==> config.mk <==
export PLATFORM = sky130hd
export DESIGN_NAME = pll_reset_sequencer_flat
export DESIGN_NICKNAME = d
export VERILOG_FILES = /design/src/rtl/pll_reset_sequencer_pkg.sv /design/src/rtl/pll_reset_sequencer_if.sv /design/src/rtl/pll_reset_sequencer_sync_2ff.sv /design/src/rtl/pll_reset_sequencer.sv /design/src/flat_wrapper.sv
export SDC_FILE = /design/constraint.sdc
export NUM_CORES = 1
export LEC_CHECK = 0
export BUFFER_PORTS_ARGS = -buffer_cell sky130_fd_sc_hd__buf_2
export CORE_UTILIZATION = 40
export CTS_CLUSTER_DIAMETER = 40
export DETAILED_ROUTE_END_ITERATION = 10
export GPL_TIMING_DRIVEN = 0
export PLACE_DENSITY = 0.6
export SLEW_MARGIN = 5
export SYNTH_ARGS = -nofsm -noshare
export SYNTH_HDL_FRONTEND = slang
export SYNTH_SLANG_ARGS = --single-unit
==> constraint.sdc <==
create_clock -name clk -period 4.5 [get_ports clk]
set_input_delay 0.45 -clock clk [delete_from_list [all_inputs] [get_ports clk]]
set_output_delay 0.45 -clock clk [all_outputs]
set_load 0.01 [all_outputs]
==> src/rtl/pll_reset_sequencer_pkg.sv <==
// ============================================================================
// Module      : pll_seq_pkg
// Description : Shared types and helpers for the PLL power-up / reset
//               sequencer: state encoding, counter width helper and the
//               retry counter width.
// Revision    : 1.0 - initial release
// ============================================================================
`default_nettype none

package pll_seq_pkg;

    // Sequencer states. Explicit 3-bit encoding keeps the register width fixed.
    typedef enum logic [2:0] {
        ST_PWR_WAIT  = 3'd0,
        ST_PLL_PWR   = 3'd1,
        ST_PLL_RST   = 3'd2,
        ST_LOCK_WAIT = 3'd3,
        ST_RELEASE   = 3'd4,
        ST_RUN       = 3'd5,
        ST_FAIL      = 3'd6
    } pll_seq_state_t;

    // Width of the saturating retry counter exported on RETRY_CNT.
    localparam int c_RETRY_W = 2;

    // Width of the shared phase down-counter: enough bits to hold the
    // largest of the timing parameters.
    function automatic int cnt_width(input int a, input int b, input int c,
                                     input int d, input int e);
        int m;
        m = a;
        if (b > m) m = b;
        if (c > m) m = c;
        if (d > m) m = d;
        if (e > m) m = e;
        return $clog2(m + 1);
    endfunction

endpackage

`default_nettype wire

==> src/rtl/pll_reset_sequencer_if.sv <==
// ============================================================================
// Module      : pll_reset_sequencer_if
// Description : Signal bundle between the sequencer and the PLL / core.
//               master : sequencer side (drives PLL controls and core reset)
//               slave  : environment side (drives locks and rearm)
//               Inputs : pll1_lock, pll2_lock (async), rearm (1-cycle pulse)
//               Outputs: pll1_pd, pll1_rst, pll2_pd, pll2_rst, sys_rstn,
//                        ready, fail, retry_cnt[1:0]
// Revision    : 1.0 - initial release
// ============================================================================
`default_nettype none

interface pll_reset_sequencer_if;

    logic                              pll1_lock;
    logic                              pll2_lock;
    logic                              rearm;
    logic                              pll1_pd;
    logic                              pll1_rst;
    logic                              pll2_pd;
    logic                              pll2_rst;
    logic                              sys_rstn;
    logic                              ready;
    logic                              fail;
    logic [pll_seq_pkg::c_RETRY_W-1:0] retry_cnt;

    modport master (
        input  pll1_lock, pll2_lock, rearm,
        output pll1_pd, pll1_rst, pll2_pd, pll2_rst,
        output sys_rstn, ready, fail, retry_cnt
    );

    modport slave (
        output pll1_lock, pll2_lock, rearm,
        input  pll1_pd, pll1_rst, pll2_pd, pll2_rst,
        input  sys_rstn, ready, fail, retry_cnt
    );

endinterface

`default_nettype wire

==> src/rtl/pll_reset_sequencer_sync_2ff.sv <==
// ============================================================================
// Module      : sync_2ff
// Description : Two-flop synchronizer for an asynchronous level input,
//               asynchronously reset to 0.
//               Ports: clk, rst_n (async active-low), d (async in), q (sync out)
// Revision    : 1.0 - initial release
// ============================================================================
`default_nettype none

module sync_2ff (
    input  logic clk,
    input  logic rst_n,
    input  logic d,
    output logic q
);

    logic r_meta;
    logic r_sync;

    always_ff @(posedge clk or negedge rst_n) begin
        if (!rst_n) begin
            r_meta <= 1'b0;
            r_sync <= 1'b0;
        end else begin
            r_meta <= d;
            r_sync <= r_meta;
        end
    end

    assign q = r_sync;

endmodule

`default_nettype wire

==> src/rtl/pll_reset_sequencer.sv <==
// ============================================================================
// Module      : pll_reset_sequencer
// Description : Powers up and resets PLL1 (and optionally PLL2), waits for a
//               stable qualified lock, then releases the core reset. Lock loss
//               or lock timeout re-runs the PLL reset with bounded retries.
//               Ports: clk, rst_n (async active-low),
//                      bus (pll_reset_sequencer_if.master)
//               Build option: PLL2_EN - sequence PLL2 alongside PLL1 and
//               require both locks; otherwise PLL2 stays powered down.
// Revision    : 1.0 - initial release
// ============================================================================
`default_nettype none

module pll_reset_sequencer
    import pll_seq_pkg::*;
#(
    parameter int PWR_WAIT     = 1024,
    parameter int PLL_RST_CYC  = 64,
    parameter int LOCK_STABLE  = 256,
    parameter int LOCK_TIMEOUT = 65535,
    parameter int REL_DLY      = 16,
    parameter int MAX_RETRY    = 3
) (
    input  logic                   clk,
    input  logic                   rst_n,
    pll_reset_sequencer_if.master  bus
);

    localparam int c_CNT_W  = cnt_width(PWR_WAIT, PLL_RST_CYC, LOCK_STABLE,
                                        LOCK_TIMEOUT, REL_DLY);
    localparam int c_STAB_W = $clog2(LOCK_STABLE + 1);
    localparam logic [c_STAB_W-1:0]  c_STAB_LAST = c_STAB_W'(LOCK_STABLE - 1);
    localparam logic [c_RETRY_W-1:0] c_MAX_RETRY = c_RETRY_W'(MAX_RETRY);

    pll_seq_state_t          r_state, w_state_nxt;
    logic [c_CNT_W-1:0]      r_cnt, w_cnt_nxt;
    logic [c_STAB_W-1:0]     r_stab, w_stab_nxt;
    logic [c_RETRY_W-1:0]    r_retry, w_retry_nxt;
    logic                    r_low_prev, w_low_prev_nxt;
    logic                    w_retry_req;
    logic                    w_qlock;
    logic                    w_lock1;
    logic                    r_pd, r_rst, r_srn, r_ready, r_fail;
    logic                    w_pd, w_rst, w_srn, w_ready, w_fail;

    sync_2ff u_sync1 (.clk(clk), .rst_n(rst_n), .d(bus.pll1_lock), .q(w_lock1));

`ifdef PLL2_EN
    logic w_lock2;
    sync_2ff u_sync2 (.clk(clk), .rst_n(rst_n), .d(bus.pll2_lock), .q(w_lock2));
    assign w_qlock = w_lock1 & w_lock2;
`else
    assign w_qlock = w_lock1;
`endif

    always_ff @(posedge clk or negedge rst_n) begin
        if (!rst_n) begin
            r_state    <= ST_PWR_WAIT;
            r_cnt      <= c_CNT_W'(PWR_WAIT - 1);
            r_stab     <= '0;
            r_retry    <= '0;
            r_low_prev <= 1'b0;
            r_pd       <= 1'b1;
            r_rst      <= 1'b1;
            r_srn      <= 1'b0;
            r_ready    <= 1'b0;
            r_fail     <= 1'b0;
        end else begin
            r_state    <= w_state_nxt;
            r_cnt      <= w_cnt_nxt;
            r_stab     <= w_stab_nxt;
            r_retry    <= w_retry_nxt;
            r_low_prev <= w_low_prev_nxt;
            r_pd       <= w_pd;
            r_rst      <= w_rst;
            r_srn      <= w_srn;
            r_ready    <= w_ready;
            r_fail     <= w_fail;
        end
    end

    always_comb begin
        w_state_nxt    = r_state;
        w_cnt_nxt      = (r_cnt != '0) ? r_cnt - 1'b1 : r_cnt;
        w_stab_nxt     = '0;
        w_retry_nxt    = r_retry;
        w_retry_req    = 1'b0;
        // Only a low in RUN can start the two-cycle loss window.
        w_low_prev_nxt = (r_state == ST_RUN) && !w_qlock;

        case (r_state)
            ST_PWR_WAIT: if (r_cnt == '0) w_state_nxt = ST_PLL_PWR;
            ST_PLL_PWR:  w_state_nxt = ST_PLL_RST;
            ST_PLL_RST:  if (r_cnt == '0) w_state_nxt = ST_LOCK_WAIT;
            ST_LOCK_WAIT: begin
                w_stab_nxt = w_qlock ? r_stab + 1'b1 : '0;
                // Stability is tested first so it wins over a same-cycle timeout.
                if (w_qlock && (r_stab == c_STAB_LAST))
                    w_state_nxt = ST_RELEASE;
                else if (r_cnt == '0)
                    w_retry_req = 1'b1;
            end
            ST_RELEASE: begin
                // A lock drop beats the release delay expiring in the same cycle.
                if (!w_qlock)
                    w_retry_req = 1'b1;
                else if (r_cnt == '0)
                    w_state_nxt = ST_RUN;
            end
            ST_RUN: if (!w_qlock && r_low_prev) w_retry_req = 1'b1;
            ST_FAIL: begin
                if (bus.rearm) begin
                    w_state_nxt = ST_PLL_PWR;
                    w_retry_nxt = '0;
                end
            end
            default: w_state_nxt = ST_PWR_WAIT;
        endcase

        if (w_retry_req) begin
            if (r_retry < c_MAX_RETRY) begin
                w_retry_nxt = r_retry + 1'b1;
                w_state_nxt = ST_PLL_RST;
            end else begin
                w_state_nxt = ST_FAIL;
            end
        end

        // Reload the phase counter with the new state's duration minus one.
        if (w_state_nxt != r_state) begin
            case (w_state_nxt)
                ST_PWR_WAIT:  w_cnt_nxt = c_CNT_W'(PWR_WAIT - 1);
                ST_PLL_RST:   w_cnt_nxt = c_CNT_W'(PLL_RST_CYC - 1);
                ST_LOCK_WAIT: w_cnt_nxt = c_CNT_W'(LOCK_TIMEOUT - 1);
                ST_RELEASE:   w_cnt_nxt = c_CNT_W'(REL_DLY - 1);
                default:      w_cnt_nxt = '0;
            endcase
        end
    end

    // Outputs are registered from the next state so they track the state
    // register on the same edge.
    always_comb begin
        w_pd    = 1'b1;
        w_rst   = 1'b1;
        w_srn   = 1'b0;
        w_ready = 1'b0;
        w_fail  = 1'b0;
        case (w_state_nxt)
            ST_PLL_PWR, ST_PLL_RST: w_pd = 1'b0;
            ST_LOCK_WAIT, ST_RELEASE: begin
                w_pd  = 1'b0;
                w_rst = 1'b0;
            end
            ST_RUN: begin
                w_pd    = 1'b0;
                w_rst   = 1'b0;
                w_srn   = 1'b1;
                w_ready = 1'b1;
            end
            ST_FAIL: w_fail = 1'b1;
            default: ;
        endcase
    end

    assign bus.pll1_pd   = r_pd;
    assign bus.pll1_rst  = r_rst;
    assign bus.sys_rstn  = r_srn;
    assign bus.ready     = r_ready;
    assign bus.fail      = r_fail;
    assign bus.retry_cnt = r_retry;

`ifdef PLL2_EN
    assign bus.pll2_pd   = r_pd;
    assign bus.pll2_rst  = r_rst;
`else
    assign bus.pll2_pd   = 1'b1;
    assign bus.pll2_rst  = 1'b1;
`endif

endmodule

`default_nettype wire

==> src/flat_wrapper.sv <==
// flat-port wrapper written by rule: the top's interface ports become plain ports
module pll_reset_sequencer_flat import pll_seq_pkg::*;
#(
    parameter int PWR_WAIT     = 1024,
    parameter int PLL_RST_CYC  = 64,
    parameter int LOCK_STABLE  = 256,
    parameter int LOCK_TIMEOUT = 65535,
    parameter int REL_DLY      = 16,
    parameter int MAX_RETRY    = 3
)
  (clk, rst_n, bus_pll1_lock, bus_pll2_lock, bus_rearm, bus_pll1_pd, bus_pll1_rst, bus_pll2_pd, bus_pll2_rst, bus_sys_rstn, bus_ready, bus_fail, bus_retry_cnt);
  pll_reset_sequencer_if bus_i ();
  input  logic clk;
  input  logic rst_n;
  input wire logic [$bits(bus_i.pll1_lock)-1:0] bus_pll1_lock;
  input wire logic [$bits(bus_i.pll2_lock)-1:0] bus_pll2_lock;
  input wire logic [$bits(bus_i.rearm)-1:0] bus_rearm;
  output wire logic [$bits(bus_i.pll1_pd)-1:0] bus_pll1_pd;
  output wire logic [$bits(bus_i.pll1_rst)-1:0] bus_pll1_rst;
  output wire logic [$bits(bus_i.pll2_pd)-1:0] bus_pll2_pd;
  output wire logic [$bits(bus_i.pll2_rst)-1:0] bus_pll2_rst;
  output wire logic [$bits(bus_i.sys_rstn)-1:0] bus_sys_rstn;
  output wire logic [$bits(bus_i.ready)-1:0] bus_ready;
  output wire logic [$bits(bus_i.fail)-1:0] bus_fail;
  output wire logic [$bits(bus_i.retry_cnt)-1:0] bus_retry_cnt;
  assign bus_i.pll1_lock = bus_pll1_lock;
  assign bus_i.pll2_lock = bus_pll2_lock;
  assign bus_i.rearm = bus_rearm;
  assign bus_pll1_pd = bus_i.pll1_pd;
  assign bus_pll1_rst = bus_i.pll1_rst;
  assign bus_pll2_pd = bus_i.pll2_pd;
  assign bus_pll2_rst = bus_i.pll2_rst;
  assign bus_sys_rstn = bus_i.sys_rstn;
  assign bus_ready = bus_i.ready;
  assign bus_fail = bus_i.fail;
  assign bus_retry_cnt = bus_i.retry_cnt;
  pll_reset_sequencer #(.PWR_WAIT(PWR_WAIT), .PLL_RST_CYC(PLL_RST_CYC), .LOCK_STABLE(LOCK_STABLE), .LOCK_TIMEOUT(LOCK_TIMEOUT), .REL_DLY(REL_DLY), .MAX_RETRY(MAX_RETRY)) u_core (.clk(clk), .rst_n(rst_n), .bus(bus_i));
endmodule
### After elaboration in Yosys (flattened, before gate mapping)

Cells that the tools add are included.
W data, S select, Z words.

| storage, ports and cells | value |
|---|---|
| bits in registers | 37 |
| input bits | 5 |
| logic and storage cells | 67 |

| operators by class | value |
|---|---|
| add/sub/neg operators | 3 |
| reductions and logical operators | 11 |
| mux-type cells | 27 |
| order comparisons | 1 |
| equality and inequality tests | 14 |

Operators with widths:

| cell | count |
|---|---|
| $pmux W16 S4 | 1 |
| $mux W16 | 2 |
| $mux W3 | 8 |
| $pmux W3 S7 | 1 |
| $eq A3 B3 Y1 const B | 6 |
| $mux W9 | 2 |
| $logic_not A16 Y1 | 1 |
| $reduce_bool A16 Y1 | 1 |
| $sub A16 B1 Y16 const B | 1 |
| $eq A3 B2 Y1 const B | 4 |
| $add A9 B1 Y9 const B | 1 |
| $eq A9 B8 Y1 const B | 1 |
| $mux W1 | 8 |
| $mux W2 | 4 |
| $eq A3 B1 Y1 const B | 2 |
| $logic_not A3 Y1 | 2 |
| $reduce_or A5 Y1 | 1 |
| $logic_and A1 B1 Y1 | 3 |
| $ne A3 B3 Y1 | 1 |
| $pmux W1 S3 | 1 |
| $reduce_or A3 Y1 | 1 |
| $add A2 B1 Y2 const B | 1 |
| $lt A2 B2 Y1 const B | 1 |
| $reduce_bool A2 Y1 | 1 |
| $logic_not A1 Y1 | 1 |

### Longest topological paths before layout

| depth | value |
|---|---|
| depth in word-level cells | 8 |
| gate-level depth with buffers | 11 |
| mapped depth without buffers | 10 |

### Cells and area by module

Synthesis repeated with hierarchy kept, for this count alone.

| second synthesis, totals | value |
|---|---|
| cell total of the unflattened synthesis | 219 |
| area total of the unflattened synthesis | 2,100.8 sq um |

By module, submodules not included:

| module | instances | seq. area each (sq um) | cells an instance | area an instance (sq um) |
|---|---|---|---|---|
| pll_reset_sequencer | 1 | 890.9 | 217 | 2,050.7 |
| sync_2ff | 1 | 50.0 | 2 | 50.0 |

### Worst setup path after synthesis

No wires, ideal clock.

| timing path | value |
|---|---|
| kind | register to register |
| start | reg u_core.r_stab[0] |
| end | reg u_core.r_cnt[6] |
| setup time | 79 ps |
| cell stages (with the launch flop) | 11 |
| data required time | 4,421 ps |
| setup slack | 2,298 ps |
| arrival time | 2,123 ps |
| cell sequence | dfrtp_1 > ha_1 > nand3_1 > nor2_1 > ha_1 > a31o_2 > a221o_1 > nand2_1 > nor4b_2 > o221ai_2 > o21ai_0 |

| between the ends | value |
|---|---|
| longest elaborated chain between the ends | 8 |
| elaborated cells between the ends (all ways) | 15 |
| classes of those cells | 5 x eq/ne; 7 x mux; 3 x reduce/logical |

Ends and longest elaborated chain:

| what | RTL line | RTL |
|---|---|---|
| start, declared | pll_reset_sequencer.sv:37 | `logic [c_STAB_W-1:0] r_stab, w_stab_nxt;` |
| start signal, assigned | pll_reset_sequencer.sv:71 | `r_stab <= w_stab_nxt;` |
| $eq A9 B8 Y1 (*) | pll_reset_sequencer.sv:98 | `if (w_qlock && (r_stab == c_STAB_LAST))` |
| $logic_and A1 B1 Y1 (*) | pll_reset_sequencer.sv:98 |  |
| $mux W3 / $mux W1 (equally long branches) | pll_reset_sequencer.sv:98 |  |
| $pmux W3 S7 / $pmux W1 S3 (equally long branches) | pll_reset_sequencer.sv:91 | `case (r_state)` |
| $mux W3 (*) | pll_reset_sequencer.sv:120 | `if (w_retry_req) begin` |
| named net u_core.w_state_nxt[1] | pll_reset_sequencer.sv:35 | `pll_seq_state_t r_state, w_state_nxt;` |
| $eq A3 B3 Y1, or another cell as far along | pll_reset_sequencer.sv:131 | `case (w_state_nxt)` |
| $pmux W16 S4 | pll_reset_sequencer.sv:131 |  |
| $mux W16 | pll_reset_sequencer.sv:130 | `if (w_state_nxt != r_state) begin` |
| end signal, assigned | pll_reset_sequencer.sv:59 | `r_cnt <= c_CNT_W'(PWR_WAIT - 1);` |
| end signal, assigned | pll_reset_sequencer.sv:70 | `r_cnt <= w_cnt_nxt;` |
| end, declared | pll_reset_sequencer.sv:36 | `logic [c_CNT_W-1:0] r_cnt, w_cnt_nxt;` |

The timed path passes the listed nets; every way through them passes the cells marked *.
A chain may end at the register's enable or synchronous reset.

### Worst setup path after layout

| timing path | value |
|---|---|
| start | reg u_core.r_stab[0] |
| end | reg u_core.r_cnt[6] |

| between the ends | value |
|---|---|
| longest elaborated chain between the ends | 8 |
| elaborated cells between the ends (all ways) | 15 |
| classes of those cells | 5 x eq/ne; 7 x mux; 3 x reduce/logical |

Ends and longest elaborated chain:

| what | RTL line |
|---|---|
| $eq A9 B8 Y1 (*) | pll_reset_sequencer.sv:98 |
| $logic_and A1 B1 Y1 (*) | pll_reset_sequencer.sv:98 |
| $mux W3 / $mux W1 (equally long branches) | pll_reset_sequencer.sv:98 |
| $pmux W3 S7 / $pmux W1 S3 (equally long branches) | pll_reset_sequencer.sv:91 |
| $mux W3 (*) | pll_reset_sequencer.sv:120 |
| $eq A3 B3 Y1, or another cell as far along | pll_reset_sequencer.sv:131 |
| $pmux W16 S4 | pll_reset_sequencer.sv:131 |
| $mux W16 | pll_reset_sequencer.sv:130 |

Every way passes the cells marked *; elsewhere a longest branch is shown, timed or not.

==> impl_metrics.ini <==
[power_and_ir_drop]
p_per_area_nw_per_um2 = 509.1
power.static_leakage_nw = 0.9625
vdd_ir_drop_max_uv = 278.9
report.power.total_mw = 1.173

[sta]
post-route-period-util_pct = 58.08
final.hold.worst_slack_ns = 0.2490
timing.setup.tns_ns = 0
grt_setup_unrepaired = false
drv_slew = 0
clock.fmax_ghz = 0.3826
fin_skew_ns = 0.006693
hold_viol = 0
slew_headroom_pct = 46.45
finalSetupViolations = 0
fin_crit_ns = 2.613
tightest_slew_ns = 0.8032

[layout]
insertedDiodeCount = 0
fraction_of_final_layout_cells_sized_beyond_drive_strength_1_pct = 21.93
post-route-cell-area_um2 = 2303
nFillCells = 470
finalNonFillerCells = 295
finish.net_count = 236
area_growth_pct = 12.39

[clock_network]
clock_slew_at_reported_path_ffs_ns = 0.07
cts_resized = 0
clockRootBuffer = clkbuf_8
holdBufCountCts = 0
cts_buffer_depth = 2
cts_post_setup_buffers_inserted = 0
h-tree-depth = 2
cts_tree = built
clk-insertion-delay-late_ns = 0.28
cts_buffers = 5
clock_sinks = 37

[setup_path]
cp.arrival_ns = 2.81
beginning_of_the_worst_register_to_register_path = u_core.r_stab[0]$_DFF_PN0_
cpMaxStageDelayCell = a221oi_1
crit_path_start = u_core.r_stab[0]$_DFF_PN0_
critical_path_depth = 10
critical_path.n_buffers_inverters = 0
category_of_the_worst_setup_path_capture_point = flop
critical_path_required_ns = 4.69
cpLargestDelayFamily = compound AO/OA/AOI/OAI gates
worst_path_largest_cell_delay_ns = 0.48
timing.critical_path.cells = ha_1 -> nand3_1 -> nor2_1 -> ha_1 -> nand2_1 -> a221oi_1 -> a21boi_2 -> nor4b_2 -> o221ai_2 -> o21ai_0
worst-path-max-fanout = 4
ff_to_ff_path_depth = 10
startpoint_type = flop
timing_worst_setup_path_type = reg -> reg
critical-path-top-cell-by-count = ha_1

[floorplan]
num_rows = 25
floorplan.core_area_um2 = 4817
floorplan.initialDensity_pct = 42.55
dieHeight_um = 73.58
io_pins = 14
die_w_um = 73.58
die_area_um2 = 5414

[flow_run]
max-cap-violations = 0

[yosys]
netlist_area_um2 = 2049
yosys_register_bits = 37
synth.yosys.seq_area_share_pct = 45.91
yosysUniqueCellTypes = 47
netlist_instances = 209
synth_flop_cell = dfrtp_1
yosys_warnings = 0
area_contributors_post_synth = dfrtp_1, dfstp_2, xor2_1
synth-async-reset-ratio_pct = 100.0
synth_top_cell_by_area = dfrtp_1
synth-edff-count = 0
avgSynthCellArea_um2 = 9.806
synth_largest_type_area_fraction_pct = 30.53

[global_routing]
grt_overflow_total = 0
global_route.peak_usage_layer = met2
vias_in_the_first_global_route = 1404
global_route.usage.met3_pct = 4.115
gr-usage-all-layers_pct = 16.10
groute.layer.met2.usage_pct = 24.77
grt_start_max_net_pins = 38
grt_pass1_wl_um = 6610
grtUsageMet1_pct = 22.40
antenna_found_initial = 0

[place]
finalWeightedCongestion = 0.7539
place.detailed.instances = 287
placed_cell_area_um2 = 2187
number_of_i_o_port_buffers = 10
dp_hpwl_um = 2769

[detailed_routing]
drt_wl_total_um = 3774
drt_pre_antenna_iters = 4
route.antenna.remaining_nets = 0
drc = 0
vias = 1478
drt_iter0_markers = 98
route.detailed.wl_per_inst_um = 12.79
via_to_cell_ratio = 5.010

[status]
run_status = complete, no violations

[worst_hold_path]
hold_path_class = in -> async
## Yosys cell counts (all sizes together), types with 4 or more instances
cell and count:
a21oi 9, nand3 9, inv 7, nand2 21, and3 6, dfrtp 25, o21ai 20, nand3b 4
nor3 6, dfstp 12, xnor2 9, ha 4, nor2 22, buf 7, xor2 11
## cells by family (layout without fill, tap and decap cells)
family	count (synthesis)	in the layout	synth area share (%)
AND/OR/NAND/NOR	87	87	24.30
other	1	2	0.1830
XOR/XNOR	20	20	8.547
buffers and inverters	14	32	3.296
multiplexers	1	1	0.4884
flip-flops	37	37	45.91
AO/OA/AOI/OAI	45	45	14.84
adder cells (fa/ha/maj)	4	4	2.442
## report_power, final
group,switching (mW),internal (mW)
sequential,0.0962,0.451
combinational,0.176,0.160
clock,0.110,0.181
## cell usage in the layout (no fill, tap or decap), types with 4 or more instances in the layout
cell,count
dfrtp_1,25
nand2_1,21
nor2_1,21
o21ai_0,17
buf_2,13
dfstp_2,12
xor2_1,11
nand3_1,9
a21oi_1,9
xnor2_1,9
inv_1,7
and3_1,6
clkbuf_8,6
nor3_1,4
nand3b_1,4
ha_1,4
## flip-flops by register name (all words and copies together) (netlist names)
signal	flops
u_core.r_state	3
u_core.r_low_prev	1
u_core.bus.sys_rstn	1
u_core.bus.pll1_pd	1
u_core.bus.fail	1
u_core.u_sync1.r_meta	1
u_core.r_stab	9
u_core.u_sync1.q	1
u_core.bus.pll1_rst	1
u_core.r_cnt	16
u_core.bus.retry_cnt	2
## worst paths after layout
check / endpoint / slack (ns)
setup / recovery: u_core.r_cnt[6]$_DFFE_PN1P_ / 1.89
hold / removal: u_core.r_stab[3]$_DFF_PN0_ / 0.25
setup reg to reg: u_core.r_cnt[6]$_DFFE_PN1P_ / 1.89
hold reg to reg: u_core.u_sync1.q$_DFF_PN0_ / 0.34
max in group asynchronous: u_core.r_cnt[14]$_DFFE_PN0P_ / 3.73
min in group clk: u_core.u_sync1.r_meta$_DFF_PN0_ / 0.28
## layout make-up
| class | count | area (µm²) | area share [%] |
|---|---|---|---|
| Inverter | 7 | 26.28 | 1.141 |
| Tap cell | 67 | 83.83 | 3.639 |
| Clock buffer | 7 | 86.33 | 3.748 |
| Sequential cell | 37 | 940.9 | 40.85 |
| Multi-Input combinational cell | 159 | 1045 | 45.36 |
| Timing Repair Buffer | 10 | 50.05 | 2.173 |
| Buffer | 7 | 41.29 | 1.793 |
| Clock inverter | 1 | 30.03 | 1.304 |
## through the flow
| stage | util, % | worst slack [ns] |
|---|---|---|
| after floorplan | - | 2.298 |
| after CTS | 47.82 | 1.887 |
| after global routing | 47.82 | 1.590 |
| after detailed placement | 45.40 | 1.903 |
| final | 47.82 | 1.887 |
| after global placement | 45.40 | 1.896 |
## per-layer routing
layer	share of wire (%)	up-vias
met1	51	688
li1	-	765
met3	2.8	5
met4	0.74	0
met5	0	-
met2	45	20
Power figures use the tool's default switching activity.
